File: src/rtl/fetch_stage.sv
// rtl/fetch_stage.sv - instruction fetch stage with an IF/ID register, a one-entry hold buffer and squash of redirected reads
// A read is always outstanding outside HOLD; SQUASH keeps the old address on the bus until its response is dropped.
module fetch_stage #(
   parameter logic [15:0] RESET_PC = 16'h0000
) (
   input  logic        clk,
   input  logic        rst_n,
   input  logic        stall,
   input  logic        redirect,
   input  logic [15:0] redirect_target,
   output logic        imem_read,
   output logic [15:0] imem_address,
   input  logic [15:0] imem_rdata,
   input  logic        imem_resp,
   output logic        ifid_valid,
   output logic [15:0] ifid_ir,
   output logic [15:0] ifid_pc,
   output logic [3:0]  opcode,
   output logic        ir4,
   output logic        ir5,
   output logic        ir11
);

   typedef enum logic [1:0] {S_REQ, S_HOLD, S_SQUASH} state_t;

   state_t      state_q, state_d;
   logic [15:0] pc_q, pc_d;
   logic [15:0] sq_pc_q, sq_pc_d;
   logic [15:0] hold_ir_q, hold_ir_d;
   logic [15:0] hold_pc_q, hold_pc_d;
   logic        ifid_valid_q, ifid_valid_d;
   logic [15:0] ifid_ir_q, ifid_ir_d;
   logic [15:0] ifid_pc_q, ifid_pc_d;
   logic [15:0] pc_inc;
   logic [15:0] tgt;

   assign pc_inc = pc_q + 16'd2;
   assign tgt    = redirect_target & 16'hFFFE;

   always_comb begin
      state_d      = state_q;
      pc_d         = pc_q;
      sq_pc_d      = sq_pc_q;
      hold_ir_d    = hold_ir_q;
      hold_pc_d    = hold_pc_q;
      ifid_valid_d = ifid_valid_q;
      ifid_ir_d    = ifid_ir_q;
      ifid_pc_d    = ifid_pc_q;
      // An invalid IF/ID entry always reads as a zero (no-op) word and zero PC.
      if (redirect || (!stall && !(state_q == S_HOLD))) begin
         ifid_valid_d = 1'b0;
         ifid_ir_d    = 16'h0000;
         ifid_pc_d    = 16'h0000;
      end
      case (state_q)
         S_REQ: begin
            if (redirect) begin
               if (imem_resp) begin
                  pc_d = tgt;
               end else begin
                  sq_pc_d = tgt;
                  state_d = S_SQUASH;
               end
            end else if (imem_resp) begin
               pc_d = pc_inc;
               if (stall) begin
                  hold_ir_d = imem_rdata;
                  hold_pc_d = pc_inc;
                  state_d   = S_HOLD;
               end else begin
                  ifid_valid_d = 1'b1;
                  ifid_ir_d    = imem_rdata;
                  ifid_pc_d    = pc_inc;
               end
            end
         end
         S_HOLD: begin
            if (redirect) begin
               pc_d      = tgt;
               hold_ir_d = 16'h0000;
               hold_pc_d = 16'h0000;
               state_d   = S_REQ;
            end else if (!stall) begin
               ifid_valid_d = 1'b1;
               ifid_ir_d    = hold_ir_q;
               ifid_pc_d    = hold_pc_q;
               hold_ir_d    = 16'h0000;
               hold_pc_d    = 16'h0000;
               state_d      = S_REQ;
            end
         end
         S_SQUASH: begin
            // The latest redirect wins; the outstanding word is never used.
            if (imem_resp) begin
               pc_d    = redirect ? tgt : sq_pc_q;
               state_d = S_REQ;
            end else if (redirect) begin
               sq_pc_d = tgt;
            end
         end
         default: state_d = S_REQ;
      endcase
   end

   always_ff @(posedge clk or negedge rst_n) begin
      if (!rst_n) begin
         state_q      <= S_REQ;
         pc_q         <= RESET_PC;
         sq_pc_q      <= RESET_PC;
         hold_ir_q    <= 16'h0000;
         hold_pc_q    <= 16'h0000;
         ifid_valid_q <= 1'b0;
         ifid_ir_q    <= 16'h0000;
         ifid_pc_q    <= 16'h0000;
      end else begin
         state_q      <= state_d;
         pc_q         <= pc_d;
         sq_pc_q      <= sq_pc_d;
         hold_ir_q    <= hold_ir_d;
         hold_pc_q    <= hold_pc_d;
         ifid_valid_q <= ifid_valid_d;
         ifid_ir_q    <= ifid_ir_d;
         ifid_pc_q    <= ifid_pc_d;
      end
   end

   // Read request is held low during reset and decoded from state otherwise.
   assign imem_read    = rst_n && (state_q != S_HOLD);
   assign imem_address = pc_q;
   assign ifid_valid   = ifid_valid_q;
   assign ifid_ir      = ifid_ir_q;
   assign ifid_pc      = ifid_pc_q;
   assign opcode       = ifid_ir_q[15:12];
   assign ir4          = ifid_ir_q[4];
   assign ir5          = ifid_ir_q[5];
   assign ir11         = ifid_ir_q[11];

endmodule

File: config.mk
export PLATFORM = sky130hd
export DESIGN_NAME = fetch_stage
export DESIGN_NICKNAME = d
export VERILOG_FILES = /design/src/rtl/fetch_stage.sv
export SDC_FILE = /design/constraint.sdc
export NUM_CORES = 1
export LEC_CHECK = 0
export CAP_MARGIN = 20
export CORE_AREA = 4 4 108 110
export DETAILED_ROUTE_END_ITERATION = 6
export DIE_AREA = 0 0 112 114
export GPL_TIMING_DRIVEN = 0
export PLACE_DENSITY = 0.75
export SKIP_CTS_REPAIR_TIMING = 1
export SKIP_LAST_GASP = 1
export SYNTH_ARGS = -nofsm -noshare
export SYNTH_HDL_FRONTEND = slang
export SYNTH_SLANG_ARGS = --single-unit
File: constraint.sdc
create_clock -name clk -period 1.8 [get_ports clk]
set_input_delay 0.45 -clock clk [delete_from_list [all_inputs] [get_ports clk]]
set_output_delay 0.45 -clock clk [all_outputs]
set_load 0.02 [all_outputs]
# Word level (Yosys, flattened, before mapping)
# Cells that the tools add are included.
# Widths: inputs -> output; s select.
[word_totals]
reg_bits = 99
word_cells = 86
inputBits = 37
[classes]
mux = 49
n_reduce_logical = 13
n_addsub = 1
n_eq_ne = 15
[op_table]
columns = ["cell", "n"]
rows = [
  ["$mux 16", 29],
  ["$pmux 16 s2", 5],
  ["$pmux 16 s3", 1],
  ["$add 16x2->16 const B", 1],
  ["$ne 2x2->1 const B", 8],
  ["$mux 2", 7],
  ["$ne 3x3->1 const B", 4],
  ["$reduce_and 5->1", 2],
  ["$reduce_and 4->1", 2],
  ["$pmux 2 s3", 1],
  ["$mux 1", 5],
  ["$reduce_bool 2->1", 2],
  ["$reduce_bool 3->1", 1],
  ["$eq 2x1->1 const B", 1],
  ["$eq 2x2->1 const B", 1],
  ["$logic_and 1x1->1", 2],
  ["$logic_not 1->1", 2],
  ["$logic_not 2->1", 1],
  ["$ne 2x1->1 const B", 1],
  ["$pmux 1 s2", 1],
  ["$logic_or 1x1->1", 1],
]

# Depth between registers and ports, before layout
[depth]
word_depth = 9
ltp_mapped = 8

# Worst setup path before layout
# Ideal clock, no wire load.
[synth_path]
kind = "register to register"
start = "register state_q[1]"
end = "register pc_q[12] (netlist: imem_address[12])"
required_ns = 1.679
arrival_time_ns = 1.634
path_stages_with_launch = 8
slack_ns = 0.044
period_less_slack_ns = 1.756
setup_ns = 0.121
path_cell_list = "dfrtp_1 > inv_1 > ha_1 > buf_1 > nand3b_2 > a21oi_1 > a41oi_1 > o22a_1"
[synth_between]
elab_chain_len = 3
[synth_lines]
columns = ["element", "line", "text"]
rows = [
  ["from (decl)", "26", "state_t state_q, state_d;"],
  ["from (signal assigned)", "116", "state_q <= state_d;"],
  ["$eq 2x1->1, or another cell as far along", "55", "case (state_q)"],
  ["$ne 2x2->1 (no line) / $reduce_bool 3->1 (equally long branches)", "--", ""],
  ["$reduce_and 4->1 (no line)", "--", ""],
  ["to (signal assigned)", "117", "pc_q <= pc_d;"],
  ["to (decl)", "27", "logic [15:0] pc_q, pc_d;"],
]
# Several ways; a longest one is shown, not always the timed one.
# A chain may end at the register's enable or synchronous reset.

# Worst setup path after layout
[layout_path]
start = "register state_q[1]"
end = "output port imem_read"
[layout_between]
elab_chain_len = 2
[layout_lines]
columns = ["element", "line", "text"]
rows = [
  ["$ne 2x1->1", "128", "assign imem_read = rst_n && (state_q != S_HOLD);"],
  ["$logic_and 1x1->1", "128", ""],
  ["to (decl)", "11", "output logic imem_read,"],
]
# Every way passes these cells.

==> metrics <==
Initial Util=0.459; violated checks=negative hold slack, negative setup slack; number of flops mapped to enable cells by yosys=0; TritonCTS buffer count=9; worst path cell trace=inv_2 > ha_4 > buf_8 > buf_8 > nor2b_1 > buf_4; Total GRT Usage=0.204; highest clock rate=between 400 and 500 MHz; Max-slew headroom=0.618; residual DRC count=0; Worst R2R Path Depth=8; post-synth cell types=60; CTS tree=yes; required time of the worst setup path=between 1000 and 1500 ps; Final Hold Fails=22; reg2reg end=ifid_pc[1]$_DFF_PN0_; Std-Cell Rows=38; Buf/Inv on CP=4; # diodes=0; Worst path slowest cell=dfrtp_1; Initial DRC Count=roughly 380; vias in the first global route=about 4100; critical path endpoint category=output pin; num ports=between 90 and 100; worst r2r src=state_q[0]$_DFFE_PN0P_; Seq/Total Area, Yosys=0.505; core area=10700 um2; RSZ-0062 raised after global routing=yes; CTS H-tree depth=3; Post-synth ARST share=1.00; worst reg-to-reg setup slack=-160 ps; first drt pass iteration count=5; status=complete, but fails checks; CTS clk-pin slew, worst paths=approximately 110 ps; Cells after Synth=465; Pint=~5.6 mW; DP Worst Slack=-787 ps; clk_lat worst skew=390 ps; GPL Wtd Cong=0.833; Worst Max-Slew Pin Slew=about 570 ps; Switch Pwr=3.91 mW; PD cells=~1400 nW/um2; Max VDD drop=~0.00084 V; clock network power share=0.150; Yosys reg bits=99; Hold Crit Class=in -> async; first-pass GRT wire length=roughly 21 mm; WP depth=6; max cap viols=0; total wire length=roughly 13 mm; Final min period=slightly above 2000 ps; largest net degree at the start of global routing=57; synth-to-layout area growth=33.7%; max-slew violation count=0; Gate power share=0.462; root buf cell=clkbuf_8; Die Wd=approximately 110 um; period utilization=1.13; routed vias/inst=5.86; HPWL after detailed placement=around 9.4 mm; leakage=around 3.7 nW; WS Path Type=reg -> out; crit-path most repeated cell=buf_8; type of origin of the critical path=flip-flop; drt wl/cell=between 15 and 20 um; gr ovfl total=0; via count=about 4200; die area=approximately 13000 um2; worst setup margin=-227 ps; synth warn=0; hold slack=-18.4 ps; post-synthesis area per instance=10.6 um2; Post-Syn Nets=506; sequential power share=0.387; Worst Skew=between 15 and 20 ps; synthesized area=about 4900 um2; post-route ant nets=0; CP top delay family=buffers and inverters; share of layout cells above drive strength 1=0.203; initial antenna violation count=0; Nets=616; CP arrival=1580 ps; crit-path max cell delay=380 ps; Final Setup Violations=66; Sink Count=slightly below 100; die height=roughly 110 um; Sw Ratio=0.412; crit-path max FO=10; Post-synth top flop=dfrtp_1; number of port buffers=about 90; maximum clock insertion buffer count=2; Final Power=~9.5 mW
cell families (layout without fill, tap and decap cells):
group                      after synthesis  count (layout)  synth area share
AOI/OAI and AO/OA                      157             157             0.226
and+or+nand+nor                        102             102             0.110
DFF                                     99              99             0.505
buffers and inverters                   62             177            0.0630
muxes                                   28              28            0.0625
xor gates and xnor gates                13              13            0.0232
adders and majority gates                4               4            0.0102
cells in the mapped netlist, drive strengths merged (2+ instances only):
library cell  number  area [um2]
nand3              2        15.0
mux2              21         236
o31ai              2        15.0
ha                 4        50.1
clkbuf             8        30.0
nor2              28         118
a22oi             12        90.1
nor4               4        31.3
o31a               4        35.0
o22a               7        61.3
nand2             39         151
a31oi              8        50.1
and3               5        36.3
nand2b             4        25.0
nor3               4        30.0
a22o              21         184
a21oi             32         160
dfrtp             99        2480
buf               31         193
and2               2        15.0
a41oi              2        17.5
nor3b              2        15.0
nor2b              3        18.8
xnor2              7        61.3
xor2               6        52.6
mux2i              7        70.1
and4               4        37.5
o21ai             31         155
or3                2        12.5
a222oi            18         180
o22ai              6        43.8
a221o              2        20.0
o211ai             2        15.0
inv               23        86.3
a211oi             3        22.5
stage by stage:
| stage | cells | utilization | setup TNS (ps) | cell area, um2 |
|---|---|---|---|---|
| after global placement | 696 | 0.560 | -379810 | 5990 |
| after CTS | 713 | 0.580 | -25460 | 6210 |
| after floorplan | 465 | - | 0 | 4910 |
| after global routing | 720 | 0.613 | -13390 | 6560 |
| after detailed placement | 697 | 0.562 | -48020 | 6020 |
| final | 720 | 0.613 | -5240 | 6560 |
routing by layer:
metal  track usage  part of all wire  routed length, um
met3        0.0430             0.059                785
met2         0.344              0.49               6590
met5             0                 0                  0
met1         0.270              0.44               5860
met4        0.0521             0.014                182
placed cells by master (no fill, tap or decap), drive strengths merged, types with 2 or more instances in the layout:
| cell | instances |
|---|---|
| a211oi | 3 |
| a21oi | 32 |
| a221o | 2 |
| a222oi | 18 |
| a22o | 21 |
| a22oi | 12 |
| a31oi | 8 |
| a41oi | 2 |
| and2 | 2 |
| and3 | 5 |
| and4 | 4 |
| buf | 39 |
| clkbuf | 19 |
| clkdlybuf4s50 | 32 |
| dfrtp | 99 |
| dlymetal6s2s | 57 |
| ha | 4 |
| inv | 28 |
| mux2 | 21 |
| mux2i | 7 |
| nand2 | 39 |
| nand2b | 4 |
| nand3 | 2 |
| nor2 | 28 |
| nor2b | 3 |
| nor3 | 4 |
| nor3b | 2 |
| nor4 | 4 |
| o211ai | 2 |
| o21ai | 31 |
| o22a | 7 |
| o22ai | 6 |
| o31a | 4 |
| o31ai | 2 |
| or3 | 2 |
| xnor2 | 7 |
| xor2 | 6 |
area by class of cell:
cell class,count,area [um2]
Multi-Input combinational cell,304,2200
Tap cell,140,175
Clock buffer,9,124
Clock inverter,7,67.6
Timing Repair Buffer,99,1130
Buffer,39,288
Fill cell,879,4140
Inverter,23,86.3
Sequential cell,99,2480
worst max path at each step:
stage                                    to  slack [ps]              startpoint
2_1_floorplan  imem_address[12]$_DFFE_PN0P_          40  state_q[1]$_DFFE_PN0P_
3_3_place_gp                      imem_read       -3780                   rst_n
3_5_place_dp                      imem_read        -790                   rst_n
4_1_cts                           imem_read        -980  state_q[1]$_DFFE_PN0P_
5_1_grt        imem_address[15]$_DFFE_PN0P_        -300  state_q[0]$_DFFE_PN0P_
6_report                          imem_read        -230  state_q[1]$_DFFE_PN0P_
power groups by stage:
stage	Combinational, mW	Sequential (mW)	Clock (mW)
floorplan	2.40	3.88	0
global placement	3.99	3.67	0
detailed placement	4.11	3.70	0
CTS	4.13	3.66	1.46
global route	4.75	3.79	1.56
finish	4.39	3.68	1.43
sequential cells by signal, indices dropped and copies added (netlist names):
signal        cells
ifid_valid        1
ifid_ir          16
hold_ir_q        16
sq_pc_q          16
hold_pc_q        16
imem_address     16
ifid_pc          16
state_q           2
worst reg2reg max path, cell delays in order, from the launching register on:
cell and delay [ps]:
dfrtp_1 430, inv_1 140, ha_2 270, nand2_2 130, or3_1 390, buf_2 220
o22ai_2 160, a21oi_1 60, nor2_1 100
Power figures use the tool's default switching activity.
